<file path="config.mk">
export PLATFORM = sky130hd
export DESIGN_NAME = zero_detect_pipe
export DESIGN_NICKNAME = d
export VERILOG_FILES = /design/src/rtl/zero_detect_pkg.sv /design/src/rtl/group_detect.sv /design/src/rtl/zero_detect_pipe.sv
export SDC_FILE = /design/constraint.sdc
export NUM_CORES = 1
export LEC_CHECK = 0
export BUFFER_PORTS_ARGS = -buffer_cell sky130_fd_sc_hd__clkbuf_2
export CORE_MARGIN = 4
export CORE_UTILIZATION = 35
export DETAILED_ROUTE_END_ITERATION = 6
export PLACE_DENSITY_LB_ADDON = 0.12
export SETUP_SLACK_MARGIN = 0.05
export SLEW_MARGIN = 20
export SYNTH_ARGS = -nofsm -noshare
export SYNTH_HDL_FRONTEND = slang
export SYNTH_SLANG_ARGS = --single-unit
</file>
<file path="constraint.sdc">
create_clock -name clk -period 1.89 [get_ports clk]
set_clock_uncertainty 0.05 [all_clocks]
set_input_delay 0.378 -clock clk [delete_from_list [all_inputs] [get_ports clk]]
set_output_delay 0.378 -clock clk [all_outputs]
set_load 0.02 [all_outputs]
</file>
<file path="src/rtl/zero_detect_pkg.sv">
// Shared constants and helpers for the pipelined all-zero / all-ones detector.
package zero_detect_pkg;

    localparam logic MODE_ZERO = 1'b0;
    localparam logic MODE_ONES = 1'b1;

    function automatic int ngroup(input int width, input int group);
        return width / group;
    endfunction

endpackage

</file>
<file path="src/rtl/group_detect.sv">
// Combinational leaf: 1 when the slice is all-zeros (mode 0) or all-ones (mode 1).
module group_detect
    import zero_detect_pkg::*;
#(
    parameter int GROUP = 16
) (
    input  logic [GROUP-1:0] slice_i,
    input  logic             mode_i,
    output logic             hit_o
);

    assign hit_o = (mode_i == MODE_ONES) ? (&slice_i) : ~(|slice_i);

endmodule

</file>
<file path="src/rtl/zero_detect_pipe.sv">
// Two-stage pipelined zero/ones detector with valid/ready handshakes and a Z/N flag register.
module zero_detect_pipe
    import zero_detect_pkg::*;
#(
    parameter int WIDTH = 64,
    parameter int GROUP = 16
) (
    input  logic             clk,
    input  logic             reset_n,
    input  logic             in_valid,
    output logic             in_ready,
    input  logic [WIDTH-1:0] in_data,
    input  logic             in_mode,
    input  logic             in_setflags,
    output logic             out_valid,
    input  logic             out_ready,
    output logic             out_hit,
    output logic             out_neg,
    output logic             flag_z,
    output logic             flag_n,
    input  logic             flag_clr
);

    localparam int NGROUP = ngroup(WIDTH, GROUP);

    if (WIDTH % GROUP != 0) begin : g_bad_width
        $error("zero_detect_pipe: WIDTH (%0d) must be a multiple of GROUP (%0d)", WIDTH, GROUP);
    end

    logic [NGROUP-1:0] leaf_hit;

    for (genvar k = 0; k < NGROUP; k++) begin : g_leaf
        group_detect #(.GROUP(GROUP)) u_leaf (
            .slice_i (in_data[k*GROUP +: GROUP]),
            .mode_i  (in_mode),
            .hit_o   (leaf_hit[k])
        );
    end

    logic              s1_valid_q, s1_valid_d;
    logic [NGROUP-1:0] s1_g_q,     s1_g_d;
    logic              s1_neg_q,   s1_neg_d;
    logic              s1_sf_q,    s1_sf_d;
    logic              s2_valid_q, s2_valid_d;
    logic              s2_hit_q,   s2_hit_d;
    logic              s2_neg_q,   s2_neg_d;
    logic              s2_sf_q,    s2_sf_d;
    logic              flag_z_q,   flag_z_d;
    logic              flag_n_q,   flag_n_d;

    logic accept;
    logic s2_load;
    logic handshake;

    // S1 can take a new operand whenever it is empty or its contents move on this cycle.
    assign in_ready  = ~s1_valid_q | ~s2_valid_q | out_ready;
    assign accept    = in_valid & in_ready;
    assign s2_load   = s1_valid_q & (~s2_valid_q | out_ready);
    assign handshake = s2_valid_q & out_ready;

    always_comb begin
        // NOTE: every _d gets its hold value first, so no path can infer a latch.
        s1_valid_d = s1_valid_q;
        s1_g_d     = s1_g_q;
        s1_neg_d   = s1_neg_q;
        s1_sf_d    = s1_sf_q;
        s2_valid_d = s2_valid_q;
        s2_hit_d   = s2_hit_q;
        s2_neg_d   = s2_neg_q;
        s2_sf_d    = s2_sf_q;
        flag_z_d   = flag_z_q;
        flag_n_d   = flag_n_q;

        if (accept) begin
            s1_valid_d = 1'b1;
            s1_g_d     = leaf_hit;
            s1_neg_d   = in_data[WIDTH-1];
            s1_sf_d    = in_setflags;
        end else if (s2_load) begin
            s1_valid_d = 1'b0;
        end

        if (s2_load) begin
            s2_valid_d = 1'b1;
            s2_hit_d   = &s1_g_q;
            s2_neg_d   = s1_neg_q;
            s2_sf_d    = s1_sf_q;
        end else if (out_ready) begin
            s2_valid_d = 1'b0;
        end

        if (flag_clr) begin
            flag_z_d = 1'b0;
            flag_n_d = 1'b0;
        end else if (handshake && s2_sf_q) begin
            flag_z_d = s2_hit_q;
            flag_n_d = s2_neg_q;
        end
    end

    always_ff @(posedge clk) begin
        // NOTE: all state uses non-blocking assignment so every register samples pre-edge values.
        if (!reset_n) begin
            s1_valid_q <= 1'b0;
            s1_g_q     <= '0;
            s1_neg_q   <= 1'b0;
            s1_sf_q    <= 1'b0;
            s2_valid_q <= 1'b0;
            s2_hit_q   <= 1'b0;
            s2_neg_q   <= 1'b0;
            s2_sf_q    <= 1'b0;
            flag_z_q   <= 1'b0;
            flag_n_q   <= 1'b0;
        end else begin
            s1_valid_q <= s1_valid_d;
            s1_g_q     <= s1_g_d;
            s1_neg_q   <= s1_neg_d;
            s1_sf_q    <= s1_sf_d;
            s2_valid_q <= s2_valid_d;
            s2_hit_q   <= s2_hit_d;
            s2_neg_q   <= s2_neg_d;
            s2_sf_q    <= s2_sf_d;
            flag_z_q   <= flag_z_d;
            flag_n_q   <= flag_n_d;
        end
    end

    assign out_valid = s2_valid_q;
    assign out_hit   = s2_hit_q;
    assign out_neg   = s2_neg_q;
    assign flag_z    = flag_z_q;
    assign flag_n    = flag_n_q;

endmodule

</file>
# Word level (Yosys, flattened, before mapping)
# Index checks and enable logic that the tools add are counted.
# W data, S select, Z words.
[totals] ff_bits=13 output_inout_bits=6 wordCells=44
[classes] muxes=8 bitwise=13 reduce_logical=13
[ops] cell="$reduce_and A16 Y1" n=4
[ops] cell="$reduce_or A16 Y1" n=4
[ops] cell="$mux W1" n=8
[ops] cell="$not A1 Y1" n=7
[ops] cell="$reduce_and A4 Y1" n=1
[ops] cell="$reduce_bool A2 Y1" n=2
[ops] cell="$and A1 B1 Y1" n=3
[ops] cell="$or A1 B1 Y1" n=3
[ops] cell="$reduce_or A2 Y1" n=1
[ops] cell="$logic_and A1 B1 Y1" n=1

# Depth between registers and ports, before layout
[depth] ltp_word=5 ltp_mapped=5 ltp_nobuf=4

# Modules after synthesis
# Synthesis repeated with hierarchy kept, for this count alone.
[hier_totals] cells_unflattened=105 hier_area_um2=908.4
[modules_own_cells] mod="zero_detect_pipe" instances=1 cells_each=57 area_each_um2=513.0 seq_area_each_um2=260.2
[modules_own_cells] mod="group_detect" instances=4 cells_each=12 area_each_um2=98.8 seq_area_each_um2=0.0

# Least setup slack after synthesis
# No wires, ideal clock.
[synth_path] path_type="input port to flip-flop" startpoint="in in_mode" endpoint="reg s1_g_q[1]" setup_time_ps=74 arrival_ps=1360 t_required_ps=1766 slack_ps=405 cell_stages=5 n_path_buf=1 path_cell_list="buf_6 > nor4_2 > nand4_1 > or4_1 > a31oi_1"
[synth_between] elab_chain_cells=1
[synth_lines] item="start: declaration" line_no="zero_detect_pipe.sv:13" rtl="input logic in_mode,"
[synth_lines] item="$mux W1" line_no="group_detect.sv:12" rtl="assign hit_o = (mode_i == MODE_ONES) ? (&slice_i) : ~(|slice_i);"
[synth_lines] item="end signal: assignment" line_no="zero_detect_pipe.sv:116" rtl="s1_g_q <= s1_g_d;"
[synth_lines] item="end: declaration" line_no="zero_detect_pipe.sv:41" rtl="logic [NGROUP-1:0] s1_g_q, s1_g_d;"
# Every way passes these cells.
# A chain may end at the register's enable or synchronous reset.

# Final worst setup path
[layout_path] startpoint="reg s2_valid_q (netlist: out_valid)" endpoint="out in_ready"
[layout_between] elab_chain_cells=3
[layout_lines] item="start: declaration" line_no="zero_detect_pipe.sv:44" rtl="logic s2_valid_q, s2_valid_d;"
[layout_lines] item="start signal: assignment" line_no="zero_detect_pipe.sv:119" rtl="s2_valid_q <= s2_valid_d;"
[layout_lines] item="$not A1 Y1" line_no="zero_detect_pipe.sv:56" rtl="assign in_ready = ~s1_valid_q | ~s2_valid_q | out_ready;"
[layout_lines] item="$or A1 B1 Y1 (2 in a row)" line_no="zero_detect_pipe.sv:56"
[layout_lines] item="end: declaration" line_no="zero_detect_pipe.sv:11" rtl="output logic in_ready,"
# Every way passes these cells.

==> insert_results.sql <==
INSERT INTO impl_metrics (metric_group, metric, value, unit) VALUES
('status', 'outcome', 'completed', ''),
('route', 'dr.pass1.iters', '4', ''),
('floorplanning', 'floorplan.core_area', '2042', 'sq um'),
('synth', 'synth_cell_type_count', '20', ''),
('pwr', 'clock_power_share', '27.4', '%'),
('pwr', 'switching_share', '25.34', '%'),
('route', 'detail_route.iter0.violations', '19', ''),
('critical_path', 'cp.required', '1.46', 'ns'),
('floorplanning', 'die_height', '55.50', 'um'),
('route', 'wire_length_after_detailed_routing', '2.255', 'mm'),
('final_layout', 'stdcell_count', '201', ''),
('floorplanning', 'die_area', '3080', 'sq um'),
('clocking', 'post_cts_hold_buffer_count', '0', ''),
('timing', 'max_slew_margin', '68.55', '%'),
('clocking', 'clock-sinks', '13', ''),
('placed_design', 'globalplace.congestion', '0.7718', ''),
('timing', 'tns', '0', 'ns'),
('global_route', 'antenna_found_initial', '0', ''),
('synth', 'synth.yosys.warnings', '0', ''),
('synth', 'post_synth_instance_area', '789.5', 'sq um'),
('critical_path', 'reg2reg_to', 's1_sf_q', ''),
('synth', 'synth_top_area_share', '32.96', '%'),
('clocking', 'postCtsSetupBuffers', '0', ''),
('route', 'detail_route.wl_per_cell', '11.22', 'um'),
('critical_path', 'r2r_setup_slack', '0.55', 'ns'),
('floorplanning', 'floorplan.io_pins', '77', ''),
('clocking', 'clkSlewWorstSetupHoldPaths', '0.07', 'ns'),
('timing', 'grt_setup_unrepaired', 'false', ''),
('clocking', 'cts-htree-levels', '1', ''),
('final_layout', 'layout-drive-gt1-share', '47.70', '%'),
('global_route', 'first_pass_grt_wire_length', '3.864', 'mm'),
('timing', 'number_of_failing_hold_endpoints_at_the_final_stage', '0', ''),
('critical_path', 'critPathArrivalTime', '1.13', 'ns'),
('pwr', 'pwr-share-comb', '23.2', '%'),
('synth', 'seq_area_frac_synth', '32.96', '%'),
('final_layout', 'number_of_antenna_cells_inserted', '0', ''),
('pwr', 'totalPowerFinal', '0.0005880', 'W'),
('critical_path', 'timing.critical_path.from_type', 'register', ''),
('timing', 'timing.fmax', '642.1', 'MHz'),
('route', 'antenna_violating_nets_post_route', '0', ''),
('timing', 'finalSetupViolCount', '0', ''),
('clocking', 'cts.repair.resized', '0', ''),
('synth', 'synth.avg_cell_area', '8.224', 'sq um'),
('synth', 'postSynthRegisterBits', '13', ''),
('global_route', 'grt_start_max_net_pins', '13', ''),
('final_layout', 'final_core_util', '59.50', '%'),
('clocking', 'cts_inserted_buffers', '3', ''),
('critical_path', 'timing.critical_path.to', 'in_ready', ''),
('global_route', 'grt_pass1_vias', '1033', ''),
('clocking', 'tritoncts', 'done', ''),
('pwr', 'p_leak', '0.5571', 'nW'),
('synth', 'syn_inst', '96', ''),
('global_route', 'global_route.usage.total', '14.87', '%'),
('run', 'cap_viol_max_count', '0', ''),
('timing', 'final_cycle_share', '82.40', '%'),
('placed_design', 'place.detailed.instances', '197', ''),
('floorplanning', 'floorplan.rows', '16', ''),
('synth', 'synth.largest_area_cell', 'sky130_fd_sc_hd__dfxtp_1', ''),
('critical_path', 'regToRegStartpoint', 'out_valid', ''),
('synth', 'synth.area.top_cells', 'sky130_fd_sc_hd__dfxtp_1 (33%), sky130_fd_sc_hd__nand4_1 (17%), sky130_fd_sc_hd__nor4_1 (11%)', ''),
('pwr', 'cellPowerDensity', '484.0', 'nW/um^2'),
('timing', 'slew_at_the_pin_closest_to_its_max_slew_limit', '0.4717', 'ns'),
('critical_path', 'critical_path_class', 'register to primary output', ''),
('placed_design', 'hpwl', '2.091', 'mm'),
('worst_hold_path', 'hp-class', 'input pin to register', ''),
('placed_design', 'portBuffers', '76', ''),
('pwr', 'max-vdd-ir-drop', '0.2639', 'mV'),
('floorplanning', 'initial_core_util', '38.66', '%'),
('clocking', 'clock_insertion_delay_worst_skew', '0.26', 'ns'),
('critical_path', 'timing.critical_path.to_type', 'primary output', ''),
('global_route', 'globalRoute.totalOverflow', '0', '');
## layout by cell type (no fill, tap or decap)
| master | instances |
|---|---|
| sky130_fd_sc_hd__nor4_2 | 2 |
| sky130_fd_sc_hd__clkbuf_4 | 3 |
| sky130_fd_sc_hd__nand3_1 | 1 |
| sky130_fd_sc_hd__mux2i_1 | 6 |
| sky130_fd_sc_hd__nand2_1 | 6 |
| sky130_fd_sc_hd__dfxtp_1 | 13 |
| sky130_fd_sc_hd__nand2b_1 | 2 |
| sky130_fd_sc_hd__or2_2 | 1 |
| sky130_fd_sc_hd__a21oi_2 | 1 |
| sky130_fd_sc_hd__nor2b_1 | 5 |
| sky130_fd_sc_hd__o21ai_0 | 4 |
| sky130_fd_sc_hd__inv_1 | 1 |
| sky130_fd_sc_hd__or4_1 | 4 |
| sky130_fd_sc_hd__clkbuf_2 | 76 |
| sky130_fd_sc_hd__a31oi_1 | 4 |
| sky130_fd_sc_hd__nor2_1 | 6 |
| sky130_fd_sc_hd__nor4_1 | 14 |
| sky130_fd_sc_hd__o21a_1 | 1 |
| sky130_fd_sc_hd__a21boi_0 | 2 |
| sky130_fd_sc_hd__clkbuf_1 | 1 |
| sky130_fd_sc_hd__nand4_1 | 21 |
## area by class of cell
class | count | area (sq um)
clock buffer | 4 | 26.28
tap | 27 | 33.78
timing repair buffer | 76 | 380.4
fill | 206 | 827.0
sequential | 13 | 260.3
multi-input combinational | 80 | 510.5
inverter | 1 | 3.754
## worst max-delay path, stage by stage (launching register included)
cell,delay (ns)
sky130_fd_sc_hd__dfxtp_1,0.34
sky130_fd_sc_hd__nor2b_1,0.26
sky130_fd_sc_hd__nand2_1,0.10
sky130_fd_sc_hd__clkbuf_2,0.16
## routing by layer
layer  share of wire [%]  global-route usage (%)  routed length [um]
met2                  52                   27.87                1169
met3                 8.8                   3.030                 198
met1                  38                   15.57                 859
met5                   0                       0                   0
met4                 1.2                   6.944                  27
## power by group through the flow
stage          registers (W)  clock network, W   logic, W
6_report            0.000290          0.000161   0.000136
5_1_grt             0.000292          0.000183   0.000153
4_1_cts             0.000290          0.000170   0.000138
3_5_place_dp        0.000297                 0   0.000137
3_3_place_gp        0.000296                 0   0.000133
2_1_floorplan       0.000297                 0  0.0000412
## state kept, by name, indices dropped and copies added (netlist names)
| name | cells |
|---|---|
| s1_g_q | 4 |
| flag_n | 1 |
| flag_z | 1 |
| out_hit | 1 |
| out_neg | 1 |
| out_valid | 1 |
| s1_neg_q | 1 |
| s1_sf_q | 1 |
| s1_valid_q | 1 |
| s2_sf_q | 1 |
## worst min path at each step
stage,start,endpoint,slack (ns),depth (start not counted)
4_1_cts,in_data[58],s1_g_q[3],0.31,3
2_1_floorplan,s1_neg_q,out_neg,0.43,2
6_report,in_data[12],s1_g_q[0],0.32,3
3_3_place_gp,out_hit,out_hit,0.41,2
3_5_place_dp,out_hit,out_hit,0.43,2
5_1_grt,flag_clr,flag_n,0.33,3
## cells in the mapped netlist
| master | number |
|---|---|
| sky130_fd_sc_hd__dfxtp_1 | 13 |
| sky130_fd_sc_hd__or4_1 | 4 |
| sky130_fd_sc_hd__nand3_1 | 1 |
| sky130_fd_sc_hd__o21a_1 | 1 |
| sky130_fd_sc_hd__nor2b_1 | 5 |
| sky130_fd_sc_hd__clkbuf_1 | 1 |
| sky130_fd_sc_hd__inv_1 | 1 |
| sky130_fd_sc_hd__or2_2 | 1 |
| sky130_fd_sc_hd__nand4_1 | 21 |
| sky130_fd_sc_hd__nand2_1 | 6 |
| sky130_fd_sc_hd__mux2i_1 | 6 |
| sky130_fd_sc_hd__a31oi_1 | 4 |
| sky130_fd_sc_hd__a21boi_0 | 2 |
| sky130_fd_sc_hd__buf_6 | 1 |
| sky130_fd_sc_hd__nor2_1 | 6 |
| sky130_fd_sc_hd__nor4_1 | 14 |
| sky130_fd_sc_hd__nand2b_1 | 2 |
| sky130_fd_sc_hd__nor4_2 | 2 |
| sky130_fd_sc_hd__o21ai_0 | 4 |
| sky130_fd_sc_hd__a21oi_2 | 1 |
## per-stage QoR
step | hold slack, ns | instance area (sq um) | setup WS (ns)
final | 0.3209 | 1215 | 0.3326
after global routing | 0.3304 | 1215 | 0.1836
after CTS | 0.3135 | 1215 | 0.3104
after detailed placement | 0.4309 | 1189 | 0.2679
after global placement | 0.4120 | 1189 | 0.3031
after floorplan | 0.4319 | 789.5 | 0.4053
## logic make-up (layout without fill, tap and decap cells)
family,after synthesis,after routing,share of synthesized area (%)
multiplexers,6,6,7.607
buffers and inverters,3,81,2.376
AO/OA/AOI/OAI,12,12,9.667
AND/OR/NAND/NOR,62,62,47.38
flip-flops,13,13,32.96
Power figures use the tool's default switching activity.
